**src/rtl/vec_ctrl_pkg.sv**
```systemverilog
// vec_ctrl_pkg: opcodes, control word layout and sequencer state shared by vec_mem_decoder
package vec_ctrl_pkg;

    localparam logic [5:0] OP_ARITH  = 6'b000000;
    localparam logic [5:0] OP_VARITH = 6'b100000;
    localparam logic [3:0] OP_IMM    = 4'b0010;
    localparam logic [5:0] OP_STR    = 6'b011000;
    localparam logic [5:0] OP_LDR    = 6'b011001;
    localparam logic [5:0] OP_BEQ    = 6'b001100;
    localparam logic [5:0] OP_BGT    = 6'b001101;
    localparam logic [5:0] OP_B      = 6'b000100;
    localparam logic [5:0] OP_STRV   = 6'b111000;
    localparam logic [5:0] OP_LDRV   = 6'b111001;

    localparam logic [1:0] IMM_NONE   = 2'b00;
    localparam logic [1:0] IMM_BRANCH = 2'b01;
    localparam logic [1:0] IMM_ARITH  = 2'b11;

    localparam logic [1:0] REG_SRC_RF  = 2'b00;
    localparam logic [1:0] REG_SRC_ALT = 2'b01;

    typedef struct packed {
        logic       reg_w;
        logic       reg_wv;
        logic       mem_to_reg;
        logic       mem_w;
        logic       mem_src;
        logic       mem_data;
        logic       mem_data_v;
        logic       vec_data;
        logic       branch;
        logic       alu_op;
        logic       alu_src;
        logic [1:0] reg_src;
        logic [1:0] imm_src;
    } ctrl_word_t;

    typedef enum logic {IDLE, VBEAT} seq_state_t;

    function automatic logic is_vec_mem(input logic [5:0] op);
        return op == OP_STRV || op == OP_LDRV;
    endfunction

endpackage

```
**src/rtl/vec_ctrl_table.sv**
```systemverilog
// vec_ctrl_table: combinational opcode/func to control word decode with illegal-opcode flag
module vec_ctrl_table
    import vec_ctrl_pkg::*;
(
    input  logic [5:0] i_opcode,
    input  logic [2:0] i_func,
    output ctrl_word_t o_ctrl,
    output logic       o_illegal
);

    logic w_arith_imm;

    assign w_arith_imm = i_func ==? 3'b?11;

    always_comb begin
        o_ctrl    = '0;
        o_illegal = 1'b0;
        casez (i_opcode)
            OP_ARITH: begin
                o_ctrl.reg_w   = 1'b1;
                o_ctrl.alu_op  = 1'b1;
                o_ctrl.alu_src = w_arith_imm;
                o_ctrl.imm_src = w_arith_imm ? IMM_ARITH : IMM_NONE;
            end
            OP_VARITH: begin
                o_ctrl.reg_wv = 1'b1;
                o_ctrl.alu_op = 1'b1;
            end
            {OP_IMM, 2'b??}: begin
                o_ctrl.reg_w   = 1'b1;
                o_ctrl.alu_op  = 1'b1;
                o_ctrl.alu_src = 1'b1;
            end
            OP_STR: begin
                o_ctrl.mem_w   = 1'b1;
                o_ctrl.alu_src = 1'b1;
                o_ctrl.reg_src = REG_SRC_ALT;
            end
            OP_LDR: begin
                o_ctrl.reg_w      = 1'b1;
                o_ctrl.mem_to_reg = 1'b1;
                o_ctrl.alu_src    = 1'b1;
            end
            OP_BEQ, OP_BGT: begin
                o_ctrl.branch  = 1'b1;
                o_ctrl.alu_op  = 1'b1;
                o_ctrl.reg_src = REG_SRC_ALT;
            end
            OP_B: begin
                o_ctrl.branch  = 1'b1;
                o_ctrl.imm_src = IMM_BRANCH;
            end
            OP_STRV: begin
                o_ctrl.mem_w   = 1'b1;
                o_ctrl.mem_src = 1'b1;
                o_ctrl.alu_src = 1'b1;
                o_ctrl.reg_src = REG_SRC_ALT;
            end
            // reg_wv for ldrv is added by the sequencer on the final beat only
            OP_LDRV: begin
                o_ctrl.mem_to_reg = 1'b1;
                o_ctrl.mem_src    = 1'b1;
                o_ctrl.vec_data   = 1'b1;
                o_ctrl.alu_src    = 1'b1;
            end
            default: o_illegal = 1'b1;
        endcase
    end

endmodule

```
**src/rtl/vec_mem_decoder.sv**
```systemverilog
// vec_mem_decoder: registered main decoder with a multi-beat sequencer for vector loads/stores
module vec_mem_decoder
    import vec_ctrl_pkg::*;
#(
    parameter  int LANES  = 16,
    parameter  int LANE_W = 8,
    parameter  int MEM_W  = 32,
    localparam int BEATS  = LANES * LANE_W / MEM_W,
    localparam int BIDX_W = BEATS > 1 ? $clog2(BEATS) : 1,
    localparam int OFF_W  = LANES * LANE_W / 8 > 1 ? $clog2(LANES * LANE_W / 8) : 1
) (
    input  logic              clk,
    input  logic              rst,
    input  logic [5:0]        opcode_i,
    input  logic [2:0]        func_i,
    input  logic              instr_valid_i,
    input  logic              stall_i,
    input  logic              flush_i,
    input  logic              mem_ready_i,
    output logic              ctrl_valid_o,
    output logic              reg_w_o,
    output logic              reg_wv_o,
    output logic              mem_to_reg_o,
    output logic              mem_w_o,
    output logic              mem_src_o,
    output logic              mem_data_o,
    output logic              mem_data_v_o,
    output logic              vec_data_o,
    output logic              branch_o,
    output logic              alu_op_o,
    output logic              alu_src_o,
    output logic [1:0]        reg_src_o,
    output logic [1:0]        imm_src_o,
    output logic              illegal_o,
    output logic [BIDX_W-1:0] beat_idx_o,
    output logic [OFF_W-1:0]  addr_off_o,
    output logic              first_beat_o,
    output logic              last_beat_o,
    output logic              busy_o
);

    seq_state_t        r_state, w_state_nx;
    ctrl_word_t        r_ctrl, w_ctrl_nx, w_dec;
    logic              r_valid, w_valid_nx;
    logic              r_illegal, w_illegal_nx;
    logic              r_ldrv, w_ldrv_nx;
    logic [BIDX_W-1:0] r_beat, w_beat_nx;
    logic              w_dec_illegal, w_last, w_accept;

    vec_ctrl_table u_table (
        .i_opcode  (opcode_i),
        .i_func    (func_i),
        .o_ctrl    (w_dec),
        .o_illegal (w_dec_illegal)
    );

    // Scalar words sit in IDLE, so they are always their own last beat
    assign w_last   = r_state == IDLE || r_beat == BIDX_W'(BEATS - 1);
    assign busy_o   = r_state == VBEAT && !(w_last && mem_ready_i && !stall_i);
    assign w_accept = instr_valid_i && !busy_o && !stall_i && !flush_i;

    always_comb begin
        w_state_nx   = r_state;
        w_ctrl_nx    = r_ctrl;
        w_valid_nx   = r_valid;
        w_illegal_nx = r_illegal;
        w_ldrv_nx    = r_ldrv;
        w_beat_nx    = r_beat;
        if (flush_i) begin
            w_state_nx   = IDLE;
            w_ctrl_nx    = '0;
            w_valid_nx   = 1'b0;
            w_illegal_nx = 1'b0;
            w_ldrv_nx    = 1'b0;
            w_beat_nx    = '0;
        end else if (!stall_i) begin
            if (busy_o) begin
                w_beat_nx = r_beat + BIDX_W'(mem_ready_i);
            end else begin
                w_state_nx   = w_accept && is_vec_mem(opcode_i) && BEATS > 1 ? VBEAT : IDLE;
                w_ctrl_nx    = w_accept ? w_dec : '0;
                w_valid_nx   = w_accept;
                w_illegal_nx = w_accept && w_dec_illegal;
                w_ldrv_nx    = w_accept && opcode_i == OP_LDRV;
                w_beat_nx    = '0;
            end
        end
    end

    always_ff @(posedge clk or posedge rst) begin
        if (rst) begin
            r_state   <= IDLE;
            r_ctrl    <= '0;
            r_valid   <= 1'b0;
            r_illegal <= 1'b0;
            r_ldrv    <= 1'b0;
            r_beat    <= '0;
        end else begin
            r_state   <= w_state_nx;
            r_ctrl    <= w_ctrl_nx;
            r_valid   <= w_valid_nx;
            r_illegal <= w_illegal_nx;
            r_ldrv    <= w_ldrv_nx;
            r_beat    <= w_beat_nx;
        end
    end

    assign ctrl_valid_o = r_valid;
    assign reg_w_o      = r_ctrl.reg_w;
    assign reg_wv_o     = r_ctrl.reg_wv | (r_ldrv & w_last);
    assign mem_to_reg_o = r_ctrl.mem_to_reg;
    assign mem_w_o      = r_ctrl.mem_w;
    assign mem_src_o    = r_ctrl.mem_src;
    assign mem_data_o   = r_ctrl.mem_data;
    assign mem_data_v_o = r_ctrl.mem_data_v;
    assign vec_data_o   = r_ctrl.vec_data;
    assign branch_o     = r_ctrl.branch;
    assign alu_op_o     = r_ctrl.alu_op;
    assign alu_src_o    = r_ctrl.alu_src;
    assign reg_src_o    = r_ctrl.reg_src;
    assign imm_src_o    = r_ctrl.imm_src;
    assign illegal_o    = r_illegal;
    assign beat_idx_o   = r_beat;
    assign addr_off_o   = OFF_W'(r_beat) * OFF_W'(MEM_W / 8);
    assign first_beat_o = r_valid && r_beat == '0;
    assign last_beat_o  = r_valid && w_last;

endmodule

```
**config.mk**
```make
export PLATFORM = sky130hd
export DESIGN_NAME = vec_mem_decoder
export DESIGN_NICKNAME = d
export VERILOG_FILES = /design/src/rtl/vec_ctrl_pkg.sv /design/src/rtl/vec_ctrl_table.sv /design/src/rtl/vec_mem_decoder.sv
export SDC_FILE = /design/constraint.sdc
export NUM_CORES = 1
export LEC_CHECK = 0
export BUFFER_PORTS_ARGS = -buffer_cell sky130_fd_sc_hd__buf_4
export CORE_ASPECT_RATIO = 1.5
export CORE_MARGIN = 4
export CORE_UTILIZATION = 54
export CTS_CLUSTER_SIZE = 10
export DETAILED_ROUTE_END_ITERATION = 7
export GPL_TIMING_DRIVEN = 0
export HOLD_SLACK_MARGIN = 0.02
export PLACE_DENSITY = 0.84
export SLEW_MARGIN = 10
export SYNTH_ARGS = -nofsm -noshare
export SYNTH_HDL_FRONTEND = slang
export SYNTH_HIERARCHICAL = 1
export SYNTH_SLANG_ARGS = --single-unit
export TNS_END_PERCENT = 1
```
**constraint.sdc**
```tcl
create_clock -name clk -period 3.53 [get_ports clk]
set_clock_uncertainty 0.15 [all_clocks]
set_input_delay 0.353 -clock clk [delete_from_list [all_inputs] [get_ports clk]]
set_output_delay 0.353 -clock clk [all_outputs]
set_load 0.05 [all_outputs]
```
==> metrics.md, run 1 <==
| Metric | Value |
|---|---|
| EDFF count, synth | `0` |
| Grt total ovfl | `0` |
| Worst R2R Path Depth | `4` |
| Seq pwr share | `0.534` |
| Max IR drop VDD | `0.185 mV` |
| Slowest cell on the critical path | `dfrtp_1` |
| Reg2Reg Capture Point | `mem_src_o` |
| Hold Fails Final Rpt | `0` |
| Peak per-stage delay on the critical path | `0.52 ns` |
| Power density cells | `282 nW/µm²` |
| Cts hold-fix bufs | `0` |
| Site Rows | `21` |
| Place WS | `1.57 ns` |
| Vias per cell | `5.58` |
| Die area | `3270 µm²` |
| Die height | `68.1 µm` |
| H-tree levels | `1` |
| DR WL/cell | `14.4 µm` |
| Top cells by area, synth | `dfrtp_1, a22o_2, buf_4, nand2_1, mux2i_1` |
| Synthesized cell area | `1300 µm²` |
| Final worst slack | `1.65 ns` |
| Worst hold slack | `0.0383 ns` |
| Stages on the worst setup path | `3` |
| Crit path from | `beat_idx_o[1]` |
| P&R area growth vs syn | `25.9%` |
| LEAKAGE | `0.818 nW` |
| Comb power frac | `0.218` |
| Vias in the first global route | `1077` |
| RSZ-0062 raised after global routing | `no` |
| DRT antenna net count | `0` |
| CP Data Arrival Time | `1.38 ns` |
| Worst setup SP type | `flip-flop` |
| Diode count | `0` |
| Clock share of power | `0.248` |
| #FFs+latches synth | `21` |
| Status | `completed` |
| Reg clk slew, reported paths | `0.11 ns` |
| Final GP Congestion | `0.868` |
| Vias | `1105` |
| Critical Path RT | `3.03 ns` |
| Async set-reset flop share out of synthesis | `1.00` |
| Max Cap Viol | `0` |
| Worst reg2reg path startpoint | `beat_idx_o[1]` |
| Worst path cell trace | `nand3_4, o21a_1, buf_4` |
| Mapped Cells | `132` |
| Setup CP Type | `flip-flop to output port` |
| Final Total Pwr | `0.462 mW` |
| Yosys warnings | `6` |
| Gr usage total | `0.193` |
| Ports | `41` |
| Nets | `192` |
| Hold/Removal Path Class | `primary input to async pin` |
| Largest net degree at the start of global routing | `22` |
| Critical path buffer and inverter count | `1` |
| Setup tns final | `0 ns` |
| # port buffers | `36` |
| Crit path max fanout | `6` |
| Leading cell types by count after synthesis | `dfrtp_1, nand2_1, a22o_2, buf_4, mux2i_1` |
| Most numerous cell in the Yosys netlist | `dfrtp_1` |
| Initial DRC count | `53` |
| Sequential share of the synthesized area | `0.405` |
| Critical path endpoint | `busy_o` |
| CP delay by family, top | `flip-flops` |
| R2r setup slk | `1.87 ns` |
| Worst slew pin tran | `0.783 ns` |
| Crit. End Element | `output port` |
| Worst slew margin relative to its limit | `0.478` |
| Synth area leader | `dfrtp_1` |
| First-pass GRT wire length | `4.59 mm` |
| Net Sw Frac | `0.295` |
| Slew Limit Fails | `0` |
| Total iterations of the first detailed-routing run | `4` |
| Final period util | `0.533` |
| Top-area cell type share of the netlist area | `0.405` |
| Final core occ | `0.724` |
| Fillers | `187` |
| Final wirelength | `2.85 mm` |
| Net switching power | `0.136 mW` |
| Post CTS Setup Buffer Count | `0` |
| Initial Util | `0.575` |
| Layout cells sized above 1 | `0.394` |
| Initial antenna violation count | `0` |
| Max Fclk | `0.532 GHz` |
| DRC violations left | `0` |
| Die width | `48.0 µm` |
| Root Buffer | `clkbuf_4` |
| CTS max path bufs | `2` |
| Internal | `0.326 mW` |
| Unique masters post-synth | `38` |
| CTS Buf Count | `3` |
| Setup Viol. Count Final | `0` |
| Core Box Area | `2260 µm²` |
| Worst-Skew Late Latency | `0.30 ns` |
| Mapped Avg Cell Area | `9.84 µm²` |
| Synth Flop Type | `dfrtp_1` |
| Final worst path period need | `1.88 ns` |
| DP Wirelength | `2.20 mm` |
| Post-CTS Resized | `0` |
| CTS tree | `done` |
| Sink Count | `21` |
==> per-stage QoR <==
step                      std cells  area (µm²)
final                           198        1640
after global routing            198        1640
after CTS                       198        1640
after detailed placement        194        1610
after global placement          194        1610
after floorplan                 135        1310
==> worst register-to-register path, delay by kind of cell (launching register included) <==
kind                   cells  cell delay [ns]
AND/OR/NAND/NOR            1             0.15
AO/OA/AOI/OAI              2             0.60
flip-flops                 1             0.52
buffers and inverters      1             0.20
==> cell type report <==
type / count / area [µm²] / area share
multi-input combinational: 93 / 656 / 0.401
tap: 23 / 28.8 / 0.0176
clock buffer: 4 / 26.3 / 0.0161
buffer: 16 / 110 / 0.0673
timing repair buffer: 36 / 270 / 0.165
inverter: 5 / 18.8 / 0.0115
sequential: 21 / 526 / 0.321
==> power groups by stage <==
stage / Combinational, mW / Clock, mW / Sequential (mW)
after floorplan: 0.0554 / 0 / 0.262
after global placement: 0.0986 / 0 / 0.251
after detailed placement: 0.100 / 0 / 0.251
after CTS: 0.101 / 0.118 / 0.247
after global routing: 0.108 / 0.131 / 0.247
final: 0.101 / 0.114 / 0.247
==> worst min path at each step <==
| stage | end | slack, ns |
|---|---|---|
| after CTS | ctrl_valid_o | 0.07 |
| after global routing | branch_o | 0.1 |
| final | beat_idx_o[0] | 0.04 |
| after global placement | mem_data_o | 0.34 |
| after floorplan | alu_op_o | 0.18 |
| after detailed placement | mem_data_v_o | 0.34 |
==> cells in the final DEF, fill, tap and decap left out, types with 3 or more instances in the layout <==
cell type  netlist  final
nor3b_1          4      4
nor3_1           5      5
nand3b_1         3      3
clkbuf_4         0      3
conb_1           2      5
a21oi_1          4      4
buf_4           11     47
mux2i_1          6      6
a22o_2          11     11
nor2b_1          4      4
nand2_1         17     17
dfrtp_1         21     21
inv_1            5      5
clkbuf_1         3      4
and2_1           3      3
nor2_1           3      3
==> metal layers <==
layer  share of wire  up-vias  GRT usage
li1                -      542          -
met1            0.39      520      0.241
met2            0.54       41      0.328
met3           0.068        2     0.0184
met4          0.0074        0     0.0774
met5               0        -          0
==> kinds of logic after synthesis <==
family	Yosys count	share of synthesized area
and+or+nand+nor	53	0.241
AOI/OAI and AO/OA	27	0.187
buffers and inverters	21	0.0992
adders and majority gates	1	0.00963
DFF	21	0.405
other	2	0.00578
muxes	6	0.0462
xor gates and xnor gates	1	0.00674
No activity file was read; power rests on OpenSTA's default activity.
==> run 2: changes to the inputs <==
CORE_UTILIZATION = 51   (was 54)
PLACE_DENSITY = 0.8   (was 0.84)
clock period = 1.83 ns   (was 3.53 ns; I/O delays follow)
==> metrics.md, run 2 (same netlist as run 1, synthesis figures left out) <==
| Metric | Value |
|---|---|
| First-pass GRT wire length | `5.29 mm (+15%)` |
| Root Buffer | `clkbuf_4` |
| Worst slew margin relative to its limit | `0.453 (-0.0244)` |
| Vias per cell | `5.52 (-1.0%)` |
| DP Wirelength | `2.29 mm (+4.0%)` |
| Max Cap Viol | `0 (unchanged)` |
| Sink Count | `21 (unchanged)` |
| Largest net degree at the start of global routing | `22 (unchanged)` |
| Hold/Removal Path Class | `primary input to flip-flop` |
| Diode count | `0 (unchanged)` |
| Slew Limit Fails | `0 (unchanged)` |
| DRT antenna net count | `0 (unchanged)` |
| Reg clk slew, reported paths | `0.11 ns (about the same)` |
| Fillers | `209 (+12%)` |
| Final Total Pwr | `0.914 mW (+98%)` |
| Final wirelength | `3.03 mm (+6.3%)` |
| CTS Buf Count | `3 (unchanged)` |
| Crit path max fanout | `7 (+1)` |
| Register Area | `526 µm² (unchanged)` |
| Worst path cell trace | `nand3_4, o21a_1, buf_4` |
| Crit. End Element | `output port` |
| Grt total ovfl | `0 (unchanged)` |
| Final GP Congestion | `0.876 (+0.93%)` |
| Total iterations of the first detailed-routing run | `5 (+1)` |
| Power density cells | `546 nW/µm² (+93%)` |
| Commonest cells after routing, fill and taps aside | `buf_4, dfrtp_1, nand2_1` |
| Vias in the first global route | `1172 (+8.8%)` |
| Nets | `195 (+1.6%)` |
| Die width | `49.2 µm (+2.4%)` |
| Worst-Skew Late Latency | `0.32 ns (+0.02 ns)` |
| Worst setup SP type | `flip-flop` |
| Placed Cells | `195 (+0.52%)` |
| Die height | `69.8 µm (+2.6%)` |
| RSZ-0062 raised after global routing | `no` |
| CTS tree | `done` |
| Final worst path period need | `1.75 ns` |
| Gr usage total | `0.197 (+0.00441)` |
| Core Box Area | `2450 µm² (+8.4%)` |
| Final period util | `0.954` |
| Vias | `1116 (+1.0%)` |
| Die area | `3430 µm² (+5.0%)` |
| Hold Fails Final Rpt | `0 (unchanged)` |
| Site Rows | `22 (+4.8%)` |
| Worst slew pin tran | `0.819 ns (+0.0366 ns)` |
| Setup Viol. Count Final | `0 (unchanged)` |
| LEAKAGE | `0.838 nW (+2.4%)` |
| Ports | `41 (unchanged)` |
| Final Non-Filler Cells | `202 (+2.0%)` |
| Post CTS Setup Buffer Count | `0 (unchanged)` |
| Multi-input logic area | `661 µm² (+0.76%)` |
| Max IR drop VDD | `0.433 mV (+130%)` |
| DRC violations left | `0 (unchanged)` |
| # port buffers | `36 (unchanged)` |
| Status | `completed` |
| Setup CP Type | `flip-flop to output port` |
| DR WL/cell | `15.0 µm (+4.2%)` |
| Initial Util | `0.530 (-0.0446)` |
| Critical Path RT | `1.50 ns (-1.53 ns)` |
| P&R area growth vs syn | `28.8%` |
| H-tree levels | `1 (unchanged)` |
| CTS max path bufs | `2 (unchanged)` |
| CP Data Arrival Time | `1.41 ns (+0.03 ns)` |
| Slowest cell on the critical path | `dfrtp_1` |
| Worst reg2reg path startpoint | `beat_idx_o[0]` |
| Initial DRC count | `24 (-55%)` |
| Initial antenna violation count | `0 (unchanged)` |
| Layout cells sized above 1 | `0.399 (+0.00459)` |
| Hold Startpoint | `func_i[1]` |
| Max Fclk | `0.573 GHz` |
| Crit path from | `beat_idx_o[0]` |
| Commonest non-fill, non-tap cell in the layout | `buf_4` |
| Peak per-stage delay on the critical path | `0.52 ns (about the same)` |
==> run 2: layout make-up <==
type	instances	area share
Clock buffer	3	0.0135
Buffer	16	0.0658
Multi-Input combinational cell	93	0.395
Tap cell	24	0.0180
Inverter	5	0.0112
Clock inverter	1	0.00299
Sequential cell	21	0.314
Timing Repair Buffer	39	0.180
==> run 2: what timing repair did <==
action	4_1_cts	5_1_grt
hold buffers	3	0
resized for setup	0	0
endpoints found under the hold margin	24	0
endpoints found under the setup margin	0	0
==> run 2: through the flow <==
stage	TNS (ns)	hold slack, ns	worst slack [ns]	area, µm²	util
2_1_floorplan	-0.321	0.00953	-0.0447	1320	-
3_3_place_gp	0	0.232	0.0652	1620	0.659
3_5_place_dp	0	0.250	0.0545	1620	0.659
4_1_cts	0	0.0835	0.0571	1670	0.683
5_1_grt	0	0.104	0.00258	1670	0.683
6_report	0	0.0858	0.0834	1670	0.683
==> run 2: power breakdown <==
part	internal, mW	switching, mW	total (mW)
Sequential	0.471	0.00507	0.476
Combinational	0.0768	0.123	0.200
Clock	0.0822	0.155	0.237
==> run 2: layer usage <==
| layer | up-vias | GRT usage | routed length, µm |
|---|---|---|---|
| met3 | 5 | 0.0344 | 150 |
| met1 | 530 | 0.218 | 1180 |
| li1 | 547 | - | - |
| met5 | - | 0 | 0 |
| met4 | 0 | 0.108 | 71 |
| met2 | 34 | 0.348 | 1630 |
==> run 2: path summary, 6_finish.rpt <==
| path | endpoint | slack [ns] | cells after the start |
|---|---|---|---|
| max in group asynchronous | beat_idx_o[1] | 0.60 | 3 |
| min | imm_src_o[1] | 0.09 | 5 |
| max reg2reg | mem_w_o | 0.16 | 4 |
| max | busy_o | 0.08 | 3 |
| min in group asynchronous | mem_data_o | 0.41 | 3 |
| min reg2reg | r_ldrv | 0.37 | 1 |
==> run 2: worst max-delay path: cells and delay by family, from the launching register on <==
kind / cells / cell delay (ns)
and+or+nand+nor: 1 / 0.16
DFF: 1 / 0.52
buffers and inverters: 1 / 0.19
AOI/OAI and AO/OA: 1 / 0.22
==> run 3: changes to the inputs <==
clock period = 2 ns   (was 1.83 ns; I/O delays follow)
==> metrics.md, run 3 (same netlist as run 1, synthesis figures left out) <==
| Metric | Value |
|---|---|
| Hold/Removal Path Class | `primary input to flip-flop` |
| Crit path max fanout | `7 (unchanged)` |
| Nets | `194 (-0.51%)` |
| Core Box Area | `2450 µm² (unchanged)` |
| Max Fclk | `0.567 GHz` |
| Worst setup SP type | `flip-flop` |
| Critical Path RT | `1.65 ns (+0.15 ns)` |
| Critical path buffer and inverter count | `1 (unchanged)` |
| Commonest cells after routing, fill and taps aside | `buf_4, dfrtp_1, nand2_1` |
| Final GP Congestion | `0.876 (unchanged)` |
| DRC violations left | `0 (unchanged)` |
| Final wirelength | `3.03 mm (+0.26%)` |
| Final worst slack | `0.235 ns (+0.152 ns)` |
| Largest net degree at the start of global routing | `22 (unchanged)` |
| Initial Util | `0.530 (unchanged)` |
| DRT antenna net count | `0 (unchanged)` |
| # port buffers | `36 (unchanged)` |
| CP delay by family, top | `flip-flops` |
| Crit. End Element | `output port` |
| Setup Viol. Count Final | `0 (unchanged)` |
| CTS Buf Count | `3 (unchanged)` |
| CTS tree | `done` |
| Initial antenna violation count | `0 (unchanged)` |
| P&R area growth vs syn | `28.0%` |
| Root Buffer | `clkbuf_4` |
| Power density cells | `502 nW/µm² (-8.1%)` |
| Status | `completed` |
| Die height | `69.8 µm (unchanged)` |
| Setup CP Type | `flip-flop to output port` |
| Placement-stage cell area | `1620 µm² (unchanged)` |
| Slew Limit Fails | `0 (unchanged)` |
| Worst hold slack | `0.0373 ns (-0.0485 ns)` |
| Max Cap Viol | `0 (unchanged)` |
| Sink Count | `21 (unchanged)` |
| Worst slew margin relative to its limit | `0.455 (+0.00165)` |
| Worst slew pin tran | `0.817 ns (-0.00248 ns)` |
| Final worst path period need | `1.76 ns` |
| Vias in the first global route | `1169 (-0.26%)` |
| Max IR drop VDD | `0.398 mV (-8.3%)` |
| Diode count | `0 (unchanged)` |
| Slowest cell on the critical path | `dfrtp_1` |
| Commonest non-fill, non-tap cell in the layout | `buf_4` |
| RSZ-0062 raised after global routing | `no` |
| Peak per-stage delay on the critical path | `0.52 ns (about the same)` |
| Worst-Skew Late Latency | `0.32 ns (about the same)` |
| Die area | `3430 µm² (unchanged)` |
| Final period util | `0.882` |
| Post CTS Setup Buffer Count | `0 (unchanged)` |
| Layout cells sized above 1 | `0.401 (+0.00225)` |
| Ports | `41 (unchanged)` |
| Vias | `1123 (+0.63%)` |
| DP Wirelength | `2.29 mm (unchanged)` |
| H-tree levels | `1 (unchanged)` |
| First-pass GRT wire length | `5.25 mm (-0.66%)` |
| CP Data Arrival Time | `1.41 ns (about the same)` |
| Gr usage total | `0.196 (-0.000894)` |
| LEAKAGE | `0.834 nW (-0.50%)` |
| Reg clk slew, reported paths | `0.13 ns (+0.02 ns)` |
| Final instance area | `1660 µm² (-0.60%)` |
| Place WS | `0.207 ns (+0.153 ns)` |
| Worst path cell trace | `nand3_4, o21a_1, buf_4` |
| Die width | `49.2 µm (unchanged)` |
| Vias per cell | `5.59 (+1.1%)` |
| Hold Fails Final Rpt | `0 (unchanged)` |
| Final Total Pwr | `0.835 mW (-8.6%)` |
| DR WL/cell | `15.1 µm (+0.76%)` |
| Grt total ovfl | `0 (unchanged)` |
| Total iterations of the first detailed-routing run | `4 (-1)` |
| Site Rows | `22 (unchanged)` |
| CTS max path bufs | `2 (unchanged)` |
| Initial DRC count | `19 (-21%)` |
| Setup tns final | `0 ns (unchanged)` |
## run 3: cell count changes in the layout (fill, tap and decap cells not counted), sizes merged
cell and delta:
dlygate4sd3 -1
## run 3: final cells by class
type	count	area (µm²)
plain buffers	16	110
clock buffers	3	22.5
clock inverters	1	5.00
fillers	213	787
inverters	5	18.8
multi-input cells	93	661
flip-flops and latches	21	526
well taps	24	30.0
repair buffers	38	290
## run 3: timing repair
item,CTS,global route
gates resized for setup,0,0
endpoints found under the hold margin,23,0
hold buffers,2,0
## run 3: final timing paths
| check | from | to | slack, ns | cells after the start |
|---|---|---|---|---|
| min in group asynchronous | rst | mem_data_o | 0.42 | 3 |
| max reg2reg | beat_idx_o[0] | mem_w_o | 0.33 | 4 |
| max | beat_idx_o[0] | busy_o | 0.24 | 3 |
| max in group asynchronous | rst | beat_idx_o[1] | 0.76 | 3 |
| min reg2reg | r_ldrv | r_ldrv | 0.37 | 1 |
| min | opcode_i[0] | r_ldrv | 0.04 | 2 |
## run 3: where the power goes
part	switching (mW)	internal (mW)	total, mW
clock	0.142	0.0752	0.217
combinational	0.113	0.0690	0.182
sequential	0.00464	0.431	0.436
total	0.260	0.575	0.835
## run 3: layer usage
metal	global-route usage	part of all wire
met1	0.216	0.39
met2	0.346	0.53
met3	0.0344	0.046
met4	0.108	0.030
met5	0	0
## run 3: metrics by stage
step / util / std cells
2_1_floorplan: - / 135
3_3_place_gp: 0.659 / 195
3_5_place_dp: 0.659 / 195
4_1_cts: 0.679 / 201
5_1_grt: 0.679 / 201
6_report: 0.679 / 201
